[src/rtl/cam_pkg.sv]
// Shared definitions for the OV7670 capture path: frame geometry, pixel and
// address types, and the capture state encoding.
package cam_pkg;

    localparam int FRAME_W    = 320;
    localparam int FRAME_H    = 240;
    localparam int NUM_PIXELS = FRAME_W * FRAME_H;

    typedef logic [16:0] addr_t;
    typedef logic [11:0] pix_t;
    typedef logic [2:0]  state_t;

    localparam logic [2:0] IDLE_ST         = 3'd0;
    localparam logic [2:0] WAIT_VS_HIGH_ST = 3'd1;
    localparam logic [2:0] WAIT_VS_LOW_ST  = 3'd2;
    localparam logic [2:0] CAPTURE_ST      = 3'd3;
    localparam logic [2:0] DONE_ST         = 3'd4;

endpackage

[src/rtl/cam_pixel_assembler.sv]
// Pairs RGB444 camera bytes into 12-bit pixels; the byte phase restarts at
// every line so an odd byte count never skews the following line.
module cam_pixel_assembler
    import cam_pkg::*;
(
    input  logic       clk_i,
    input  logic       rst_i,
    input  logic       i_en,
    input  logic       i_hr,
    input  logic [7:0] i_d,
    output logic       o_pix_done,
    output pix_t       o_pix
);

    logic       r_phase;
    logic [3:0] r_red;

    always_ff @(posedge clk_i) begin
        if (rst_i) begin
            r_phase <= 1'b0;
            r_red   <= 4'd0;
        end else if (!i_en || !i_hr) begin
            r_phase <= 1'b0;
        end else begin
            r_phase <= ~r_phase;
            if (!r_phase) begin
                r_red <= i_d[3:0];
            end
        end
    end

    // Second byte is combined directly so the top can register the write one edge later.
    assign o_pix_done = i_en & i_hr & r_phase;
    assign o_pix      = {r_red, i_d};

endmodule

[src/rtl/ov7670_capture.sv]
// Single-shot OV7670 frame grabber into frame buffer 1.
// Define CAPTURE_DECIMATE_EN for a VGA camera decimated 2:1 in both axes.
module ov7670_capture #(
    parameter int FRAME_W = cam_pkg::FRAME_W,
    parameter int FRAME_H = cam_pkg::FRAME_H
) (
    input  logic           clk_i,
    input  logic           rst_i,
    input  logic           enable_capture,
    input  logic           cam_vsync,
    input  logic           cam_href,
    input  logic [7:0]     cam_data,
    output cam_pkg::addr_t wraddr_buf1,
    output cam_pkg::pix_t  dout_buf1,
    output logic           we_buf1,
    output logic           led_done,
    output logic           frame_err
);
    import cam_pkg::*;

    localparam addr_t NPIX_A = addr_t'(FRAME_W * FRAME_H);

    logic       vs_r, hr_r, r_hr_d;
    logic [7:0] d_r;
    state_t     r_state;
    addr_t      r_cnt;
    logic       r_ovf;
    logic [9:0] r_col, r_row;

    logic  w_cap, w_pix_done, w_keep, w_full, w_store, w_overrun;
    pix_t  w_pix;
    addr_t w_cnt_next;

    assign w_cap = (r_state == CAPTURE_ST);

    cam_pixel_assembler u_asm (
        .clk_i      (clk_i),
        .rst_i      (rst_i),
        .i_en       (w_cap),
        .i_hr       (hr_r),
        .i_d        (d_r),
        .o_pix_done (w_pix_done),
        .o_pix      (w_pix)
    );

`ifdef CAPTURE_DECIMATE_EN
    assign w_keep = ~r_col[0] & ~r_row[0];
`else
    assign w_keep = 1'b1;
`endif

    // A full buffer turns further eligible pixels into an overrun, not a write.
    assign w_full     = (r_cnt == NPIX_A);
    assign w_store    = w_pix_done & w_keep & ~w_full;
    assign w_overrun  = w_pix_done & w_keep & w_full;
    assign w_cnt_next = w_store ? r_cnt + 17'd1 : r_cnt;

    always_ff @(posedge clk_i) begin
        if (rst_i) begin
            vs_r        <= 1'b0;
            hr_r        <= 1'b0;
            d_r         <= 8'd0;
            r_hr_d      <= 1'b0;
            r_state     <= IDLE_ST;
            r_cnt       <= '0;
            r_ovf       <= 1'b0;
            r_col       <= '0;
            r_row       <= '0;
            wraddr_buf1 <= '0;
            dout_buf1   <= '0;
            we_buf1     <= 1'b0;
            led_done    <= 1'b0;
            frame_err   <= 1'b0;
        end else begin
            vs_r    <= cam_vsync;
            hr_r    <= cam_href;
            d_r     <= cam_data;
            r_hr_d  <= hr_r;
            we_buf1 <= 1'b0;
            case (r_state)
                IDLE_ST, DONE_ST: begin
                    if (enable_capture) begin
                        r_state     <= WAIT_VS_HIGH_ST;
                        led_done    <= 1'b0;
                        frame_err   <= 1'b0;
                        r_cnt       <= '0;
                        r_ovf       <= 1'b0;
                        wraddr_buf1 <= '0;
                        r_col       <= '0;
                        r_row       <= '0;
                    end
                end
                WAIT_VS_HIGH_ST: begin
                    if (vs_r) begin
                        r_state <= WAIT_VS_LOW_ST;
                    end
                end
                WAIT_VS_LOW_ST: begin
                    // Entered only after vs_r was seen high, so the first low is the frame start.
                    if (!vs_r) begin
                        r_state <= CAPTURE_ST;
                        r_row   <= '0;
                        r_col   <= '0;
                    end
                end
                CAPTURE_ST: begin
                    if (w_store) begin
                        we_buf1     <= 1'b1;
                        dout_buf1   <= w_pix;
                        wraddr_buf1 <= r_cnt;
                    end
                    r_cnt <= w_cnt_next;
                    if (w_overrun) begin
                        r_ovf <= 1'b1;
                    end
                    if (!hr_r) begin
                        r_col <= '0;
                    end else if (w_pix_done) begin
                        r_col <= r_col + 10'd1;
                    end
                    if (r_hr_d && !hr_r) begin
                        r_row <= r_row + 10'd1;
                    end
                    if (vs_r) begin
                        r_state   <= DONE_ST;
                        led_done  <= 1'b1;
                        frame_err <= (w_cnt_next != NPIX_A) | r_ovf | w_overrun;
                    end
                end
                default: r_state <= IDLE_ST;
            endcase
        end
    end

endmodule

[config.mk]
export PLATFORM = sky130hd
export DESIGN_NAME = ov7670_capture
export DESIGN_NICKNAME = d
export VERILOG_FILES = /design/src/rtl/cam_pkg.sv /design/src/rtl/cam_pixel_assembler.sv /design/src/rtl/ov7670_capture.sv
export SDC_FILE = /design/constraint.sdc
export NUM_CORES = 1
export LEC_CHECK = 0
export ABC_AREA = 1
export CORE_ASPECT_RATIO = 1.1
export CORE_MARGIN = 3
export CORE_UTILIZATION = 55
export DETAILED_ROUTE_END_ITERATION = 12
export PLACE_DENSITY = 0.85
export SETUP_SLACK_MARGIN = 0.1
export SKIP_LAST_GASP = 1
export SLEW_MARGIN = 10
export SYNTH_ARGS = -nofsm -noshare
export SYNTH_HDL_FRONTEND = slang
export SYNTH_SLANG_ARGS = --single-unit
export TNS_END_PERCENT = 20
[constraint.sdc]
create_clock -name clk_i -period 2.1 [get_ports clk_i]
set_input_delay 0.21 -clock clk_i [delete_from_list [all_inputs] [get_ports clk_i]]
set_output_delay 0.21 -clock clk_i [all_outputs]
set_load 0.005 [all_outputs]
# Yosys cells after proc, flatten, opt, wreduce, memory -nomap -nowiden
# Cells that the tools add are included.
classes:
  n_mux: 18
  reduce_logical: 15
  magnitude_cmp: 0
  addsub: 1
  eq_ne: 12
  n_shift: 0
  div: 0
  n_mul: 0
  n_bitwise: 10
op_table:
  columns: ["op", "n"]
  rows:
  - ["17-bit one-hot mux with 2 select lines", 2]
  - ["17-bit two-way mux", 3]
  - ["17-bit by 1-bit adder with 17-bit output (second input constant)", 1]
  - ["17-bit equality test (second input constant)", 1]
  - ["17-bit != test (second input constant)", 1]
  - ["3-bit two-way mux", 4]
  - ["2-bit != test (second input constant)", 6]
  - ["3-bit one-hot mux with 4 select lines", 1]
  - ["3-bit AND reduction", 3]
  - ["3-bit by 2-bit equality test with 1-bit output (second input constant)", 2]
  - ["1-bit one-hot mux with 2 select lines", 3]
  - ["2-bit AND reduction", 3]
  - ["2-bit OR reduction", 3]
  - ["1-bit two-way mux", 5]
  - ["1-bit bitwise AND", 4]
  - ["1-bit inverter", 4]
  - ["4-bit AND reduction", 1]
  - ["3-bit by 1-bit equality test with 1-bit output (second input constant)", 1]
  - ["3-bit equality test (second input constant)", 1]
  - ["3-bit logical NOT", 1]
  - ["1-bit logical NOT", 2]
  - ["1-bit OR", 2]
  - ["2-bit nonzero test", 1]
  - ["1-bit logical OR", 1]
word_totals:
  mem_bits_ro: 0
  ramBits: 0
  register_bits: 68
  mem_count: 0
  inputBits: 13
  out_inout_bits: 32
  latch_bits: 0
  word_cells: 69

# Longest topological paths before layout
# Gate-level depths: netlist of run 1.
depth:
  ltp_word: 10
  ltp_mapped: 17
  ltp_nobuf: 16

# Hierarchy
# Synthesis of run 1 repeated with hierarchy kept, for this count alone.
hier_totals:
  hier_cells: 467
  area_unflattened_um2: 3261.9
by_module_without_submodules:
  columns: ["module", "seq_area_each_um2", "cells_per_inst", "area_each_um2", "n_inst"]
  rows:
  - ["ov7670_capture", 1261.2, 428, 2990.4, 1]
  - ["cam_pixel_assembler", 100.1, 39, 271.5, 1]

# Least setup slack after synthesis of run 1
# No wires, ideal clock.
synth_path:
  kind: "reg2reg"
  start: "register r_cnt[0]"
  end: "register frame_err"
  arrival_ps: 1640
  n_path_buf: 1
  required_ps: 1969
  stages_incl_launch_ff: 16
  slack_ps: 329
  setup_ps: 131
  period_less_slack_ps: 1771
  path_cell_list: "dfxtp_1 -> inv_1 -> ha_1 -> nand2_1 -> inv_1 -> nand2_1 -> nor2_4 -> a21oi_4 -> buf_6 -> nand2_1 -> nand2_1 -> nand3b_1 -> nor2_1 -> nand2_1 -> nand2_1 -> a21oi_2"
synth_via:
  elab_chain_cells: 9
  word_cells_on_any_way: 11
  classes_between: "add/sub: 1; eq/ne: 2; mux: 3; bitwise: 5"
synth_rtl:
  columns: ["element", "line_no", "text"]
  rows:
  - ["start, declared", "ov7670_capture.sv:26", "addr_t r_cnt;"]
  - ["start signal, assigned", "ov7670_capture.sv:112", "r_cnt <= w_cnt_next;"]
  - ["branches (longest 6 deep; another with 17-bit by 1-bit adder with 17-bit output)", null, null]
  - ["1-bit OR (*)", "ov7670_capture.sv:127", "frame_err <= (w_cnt_next != NPIX_A) | r_ovf | w_overrun;"]
  - ["1-bit two-way mux (*)", "ov7670_capture.sv:124", "if (vs_r) begin"]
  - ["1-bit one-hot mux with 2 select lines (*)", "ov7670_capture.sv:80", "case (r_state)"]
  - ["end signal, assigned", "ov7670_capture.sv:127", null]
  - ["end, declared", "ov7670_capture.sv:17", "output logic frame_err"]
# Mark *: on every way between the ends. The select of a mux whose other input is x is not followed.
# A chain may end at the register's enable or synchronous reset.

# Worst setup path in the final report of run 1
# Ends and elaborated chain as after synthesis.

==> flow_summary.ini, run 1 <==
[synth]
avgSynthCellArea_um2 = 6.67
synth-xor-area-share = 0.0107
syn_area_um2 = 3280
synth_fa_ha_area_frac = 0.00763
synth_top_family_by_area = simple AND/OR/NAND/NOR gates
yosys_warnings = 0
syn-num-nets = 507
ys_seq_area_frac = 0.415
syn_inst = 492
synth_seq_cells = 68
yosys.area_share.simple = 0.338
synth_compound_area_frac = 0.132
synth_mux_area_frac = 0
ys_types = 31

[timing]
fin_crit_sh = 0.952
worst_pin_slew_ns = 0.548
rsz0062_at_grt = yes
hold_viol = 0
layout_setup_ws_ns = 0.102
hold_ws_ns = 0.376
setup_violations = 0
final-max-slew-violation-count = 0
finalCriticalPeriod_ns = 2.00
finClkSkew_ns = 0.0117
fmax_mhz = 500
max-slew-margin-rel = 0.635

[drt]
vias = 3379
via_per_inst = 5.40
drtIter0Drc = 297
drt-total-wl_um = 8970
drtPass1Iterations = 7
drc_errors = 0
routedWlPerCell_um = 14.3
final_antenna_net_count = 0

[setup_path]
path_cells = inv_4 -> ha_4 -> nand2_2 -> inv_2 -> nand2_2 -> nor2_4 -> a21oi_4 -> buf_12 -> nand2_4 -> nand2_2 -> nor2_2 -> nand3_1 -> nor2_1 -> nand2_1 -> nand2_1 -> a21oi_2
critPathTopFamily = simple AND/OR/NAND/NOR gates
crit_top_cell = nand2_2
required_ns = 2.34
crit_fanout = 5
startpoint = r_cnt[0]
crit_buf_inv = 3
cp_data_arrival_time_ns = 2.24
cp-end-kind = register
rr_startpoint = r_cnt[0]
critPathMaxStageDelay_ns = 0.38
crit_type = register to register
cp_slowest_cell = dfxtp_4
start_kind = register

[floorplan]
start_util = 0.589
die_x_um = 79.6
placementRows = 28
ioPinCount = 45
dieArea_um2 = 6930
die_h_um = 87
fp.coreArea_um2 = 5570

[final_layout]
finalNonFillerCells = 626
final_cell_mix = nand2_1 (112), nor2_1 (90), dfxtp_1 (58)
final_net_count = 561
diodes = 0
area_growth_pct = 28.5
layout_commonest_cell = nand2_1
fin_area_um2 = 4220
drive_gt1_frac = 0.171

[clock_tree]
clk_latency_ns = 0.35
clock-root-buffer = clkbuf_8
clockBufferDepth = 2
clk_pin_slew_worst_paths_ns = 0.08
cts_buffers = 9
clock-sinks = 68
cts_max_level = 3
cts_tree = built

[grt]
grt_usage = 0.250
grt_pass1_wl_um = 13600
antenna_found_initial = 0
grt_max_degree = 36
overflow = 0
grt_pass1_vias = 3064

[power]
p_total_mw = 3.41
ir_drop_v = 0.000642
power.leakage_nw = 1.75
powerDensity_nw_per_um2 = 809

[placed_design]
dp_cells = 597
port_buffers = 44
place_congestion = 0.964
place_ws_ns = 0.0617
place_hpwl_um = 5630
post_dp_cell_area_um2 = 3780

[flow_run]
maxCapViolations = 0

[status]
outcome = complete, no violations

[worst_hold_path]
hp-start = cam_data[2]
hold_path_class = primary input to register
==> report_power, final <==
part           switching [mW]  internal (mW)
clock network           0.529          0.549
registers              0.0780           1.42
logic                   0.466          0.372
==> final timing paths <==
kind,endpoint,slack (ns),cells past startpoint
min reg2reg,led_done,0.46,2
max,frame_err,0.10,16
min,d_r[2],0.38,3
max reg2reg,frame_err,0.10,16
==> routing by layer <==
metal / vias up / global-route usage / share of wire
met5: - / 0 / 0
met3: 41 / 0.0538 / 0.058
met1: 1529 / 0.303 / 0.39
met4: 0 / 0.134 / 0.035
met2: 154 / 0.412 / 0.51
li1: 1655 / - / -
==> worst register-to-register path, stage by stage, from the launching register on <==
cell     delay (ns)
dfxtp_4        0.38
inv_4          0.07
ha_4           0.13
nand2_2        0.06
inv_2          0.06
nand2_2        0.06
nor2_4         0.21
a21oi_4        0.14
buf_12         0.16
nand2_4        0.06
nand2_2        0.05
nor2_2         0.13
nand3_1        0.09
nor2_1         0.12
nand2_1        0.06
nand2_1        0.07
a21oi_2        0.05
==> logic make-up (layout without fill, tap and decap cells) <==
kind of cell / Yosys count / count (layout)
xor gates and xnor gates: 4 / 4
AOI/OAI and AO/OA: 82 / 82
adders and majority gates: 2 / 2
DFF: 68 / 68
buffers and inverters: 72 / 129
and+or+nand+nor: 264 / 266
==> registers in the layout (all words and copies together) (netlist names) <==
register,count
vs_r,1
frame_err,1
hr_r,1
led_done,1
u_asm.r_phase,1
dout_buf1,12
r_cnt,17
we_buf1,1
r_ovf,1
wraddr_buf1,17
r_state,3
d_r,8
u_asm.r_red,4
==> synthesized netlist by cell type <==
cell | number | area (µm²)
nor2_1 | 95 | 357
inv_1 | 38 | 143
nand3_4 | 1 | 17.5
buf_6 | 3 | 33.8
o21ai_0 | 28 | 140
o32ai_1 | 1 | 8.76
nand3_2 | 1 | 10.0
clkbuf_1 | 11 | 41.3
nand4_1 | 6 | 37.5
o21ai_1 | 11 | 55.1
a21oi_2 | 1 | 8.76
buf_2 | 13 | 65.1
nand2_2 | 1 | 6.26
nand3b_1 | 3 | 22.5
nor3_1 | 2 | 10.0
nand2_1 | 126 | 473
xor2_1 | 1 | 8.76
nor2_4 | 3 | 33.8
buf_1 | 1 | 3.75
a21oi_1 | 38 | 190
inv_2 | 4 | 15.0
o211ai_1 | 1 | 7.51
a21oi_4 | 1 | 16.3
dfxtp_1 | 68 | 1360
clkinv_4 | 1 | 8.76
o21bai_1 | 1 | 7.51
nand2_4 | 2 | 22.5
ha_1 | 2 | 25.0
xnor2_1 | 3 | 26.3
nand3_1 | 24 | 120
clkinv_2 | 1 | 5.00
==> timing repair <==
action                                  4_1_cts  5_1_grt
buffers inserted                              3        7
gates resized for setup                       0       47
endpoints found under the setup margin       17       18
gates cloned                                  0        3
pin swaps                                     1       19
hold buffers                                  0        0
==> stage by stage <==
stage / TNS [ns] / util
5_1_grt: -0.00949 / 0.757
4_1_cts: 0 / 0.716
3_3_place_gp: 0 / 0.678
6_report: 0 / 0.757
3_5_place_dp: 0 / 0.678
2_1_floorplan: 0 / -
==> layout make-up <==
cell class                 instances  area (µm²)
multi-input combinational        354        1720
sequential                        68        1380
fill                             416        1350
timing repair buffer              69         658
inverter                          44         179
clock buffer                      10         128
tap                               75        93.8
clock inverter                     6        63.8
Note: power is estimated with default switching activity, not from simulation.
==> run 2: changes to the inputs <==
- HOLD_SLACK_MARGIN: default -> 0.02
==> results of run 2 <==
The final DEF is identical to that of run 1; final timing and power are the same.
==> run 3: changes to the inputs <==
- CORE_MARGIN: 3 -> 2
==> run 3 against run 2 <==
  * Clock skew about the same
  * Clock power about the same
  * Via count fell by 0.53%
  * Routed wire length down 0.31%
  * Core utilization fell by 4.3 points
  * Largest power group unchanged
  * Final cell count down 0.16%
  * Critical endpoint unchanged
==> flow_summary.ini, run 3 (synthesis gave the netlist of run 1 again) <==
[status]
outcome = complete, no violations

[final_layout]
drive_gt1_frac = 0.144
top_regs = r_cnt (17), wraddr_buf1 (17), dout_buf1 (12)
layout_commonest_cell = nand2_1
multi_input_area_um2 = 1670
finalNonFillerCells = 625
final_cell_mix = nand2_1 (119), nor2_1 (92), dfxtp_1 (62)
final_net_count = 558
area_growth_pct = 25.6
diodes = 0
fillers = 450
seq_area_um2 = 1370

[timing]
setup_tns_ns = 0
layout_setup_ws_ns = 0.208
final-max-slew-violation-count = 0
finalCriticalPeriod_ns = 1.89
rsz0062_at_grt = no
setup_violations = 0
fin_crit_sh = 0.901
finClkSkew_ns = 0.0118
worst_pin_slew_ns = 0.549
fmax_mhz = 529
hold_viol = 0
max-slew-margin-rel = 0.633

[power]
sw_frac_of_total = 0.312
clkPwrFrac = 0.318
power_frac_seq = 0.446
ir_drop_v = 0.000711
powerDensity_nw_per_um2 = 814
power.leakage_nw = 1.70
power_frac_comb = 0.236
p_sw_mw = 1.05
intPower_mw = 2.30

[drt]
drtIter0Drc = 182
via_per_inst = 5.38
routedWlPerCell_um = 14.3
drtPass1Iterations = 7
final_antenna_net_count = 0
drc_errors = 0
vias = 3361
drt-total-wl_um = 8940

[setup_path]
rr_endpoint = frame_err
cp-end-kind = register
rr_startpoint = r_cnt[1]
reg2reg_depth = 15
crit_fanout = 5
required_ns = 2.33
cp_data_arrival_time_ns = 2.13
start_kind = register
crit_type = register to register
rrSetupSlack_ns = 0.21

[clock_tree]
cts_max_level = 3
clock-root-buffer = clkbuf_8
cts_buffers = 9
clk_latency_ns = 0.34
cts_hold_buf = 0
clockBufferDepth = 2
clock-sinks = 68
clk_pin_slew_worst_paths_ns = 0.08
cts_tree = built

[placed_design]
place_congestion = 0.920
dp_cells = 604
place_hpwl_um = 6290
port_buffers = 44
place_ws_ns = 0.0753

[worst_hold_path]
hold_end = vs_r
holdPathStages = 3
hold_path_class = primary input to register
hp-start = cam_vsync

[grt]
grt_usage = 0.273
grt_pass1_vias = 3094
grt_max_degree = 36
overflow = 0
grt_pass1_wl_um = 14300
antenna_found_initial = 0

[floorplan]
ioPinCount = 45
fp.coreArea_um2 = 5770
start_util = 0.569
placementRows = 29
die_x_um = 77.6
die_h_um = 85
dieArea_um2 = 6600

[flow_run]
maxCapViolations = 0
==> run 3: cell types whose count changed in the layout (fill, tap and decap cells not counted), moves of 2 or more <==
cell,before,now
buf_4,23,20
buf_6,0,2
dfxtp_1,58,62
dfxtp_2,8,4
ha_2,0,2
nand2_1,112,119
nand2_2,13,9
nand2_4,5,2
nor2_1,90,92
nor2_2,5,3
==> run 3: layer usage <==
layer | part of all wire | global-route usage | up-vias
li1 | - | - | 1656
met1 | 0.40 | 0.309 | 1548
met2 | 0.51 | 0.490 | 126
met3 | 0.048 | 0.0479 | 31
met4 | 0.038 | 0.136 | 0
met5 | 0 | 0 | -
==> run 3: worst max-delay path by stage <==
stage | startpoint | to | slack, ns | cells after the start
2_1_floorplan | r_cnt[0] | frame_err | 0.33 | 15
3_3_place_gp | r_cnt[0] | frame_err | 0.19 | 14
3_5_place_dp | r_cnt[0] | frame_err | 0.08 | 14
4_1_cts | r_cnt[0] | frame_err | 0.11 | 16
5_1_grt | r_cnt[0] | frame_err | 0.05 | 16
6_report | r_cnt[1] | frame_err | 0.21 | 15
==> run 3: critical path, stage by stage, from the launching register on <==
cell	delay [ns]
dfxtp_4	0.37
inv_4	0.06
ha_2	0.16
nand2_1	0.06
inv_2	0.05
nand2_2	0.05
nor2_4	0.18
nand2_4	0.13
nand3_1	0.12
nand2_1	0.10
nor2_1	0.12
nand3_1	0.10
nor2_1	0.10
nand2_1	0.06
nand2_1	0.07
a21oi_2	0.05
==> run 3: layout make-up <==
| type | instances | share of cell area |
|---|---|---|
| inverters | 44 | 0.0428 |
| flip-flops and latches | 68 | 0.333 |
| clock buffers | 10 | 0.0310 |
| multi-input cells | 354 | 0.405 |
| clock inverters | 6 | 0.0155 |
| well taps | 77 | 0.0234 |
| repair buffers | 66 | 0.149 |
==> run 3: through the flow <==
stage	utilization	area, µm²	hold WS, ns	total power, mW
2_1_floorplan	-	3280	0.317	1.97
3_3_place_gp	0.661	3820	0.451	2.27
3_5_place_dp	0.661	3820	0.462	2.31
4_1_cts	0.699	4030	0.375	3.37
5_1_grt	0.714	4120	0.395	3.52
6_report	0.714	4120	0.377	3.35
==> run 3: timing repair <==
action | CTS | global route
gates resized for setup | 0 | 31
hold endpoints to repair | 0 | 0
cloned | 0 | 2
setup buffers | 3 | 0
pin swaps | 1 | 11
endpoints found under the setup margin | 1 | 12
==> run 3: power groups by stage <==
stage                     Sequential, mW  Combinational (mW)  Clock, mW
after CTS                           1.50               0.793       1.08
final                               1.49               0.792       1.07
after floorplan                     1.52               0.448          0
after detailed placement            1.52               0.787          0
after global placement              1.52               0.756          0
after global routing                1.51               0.880       1.13
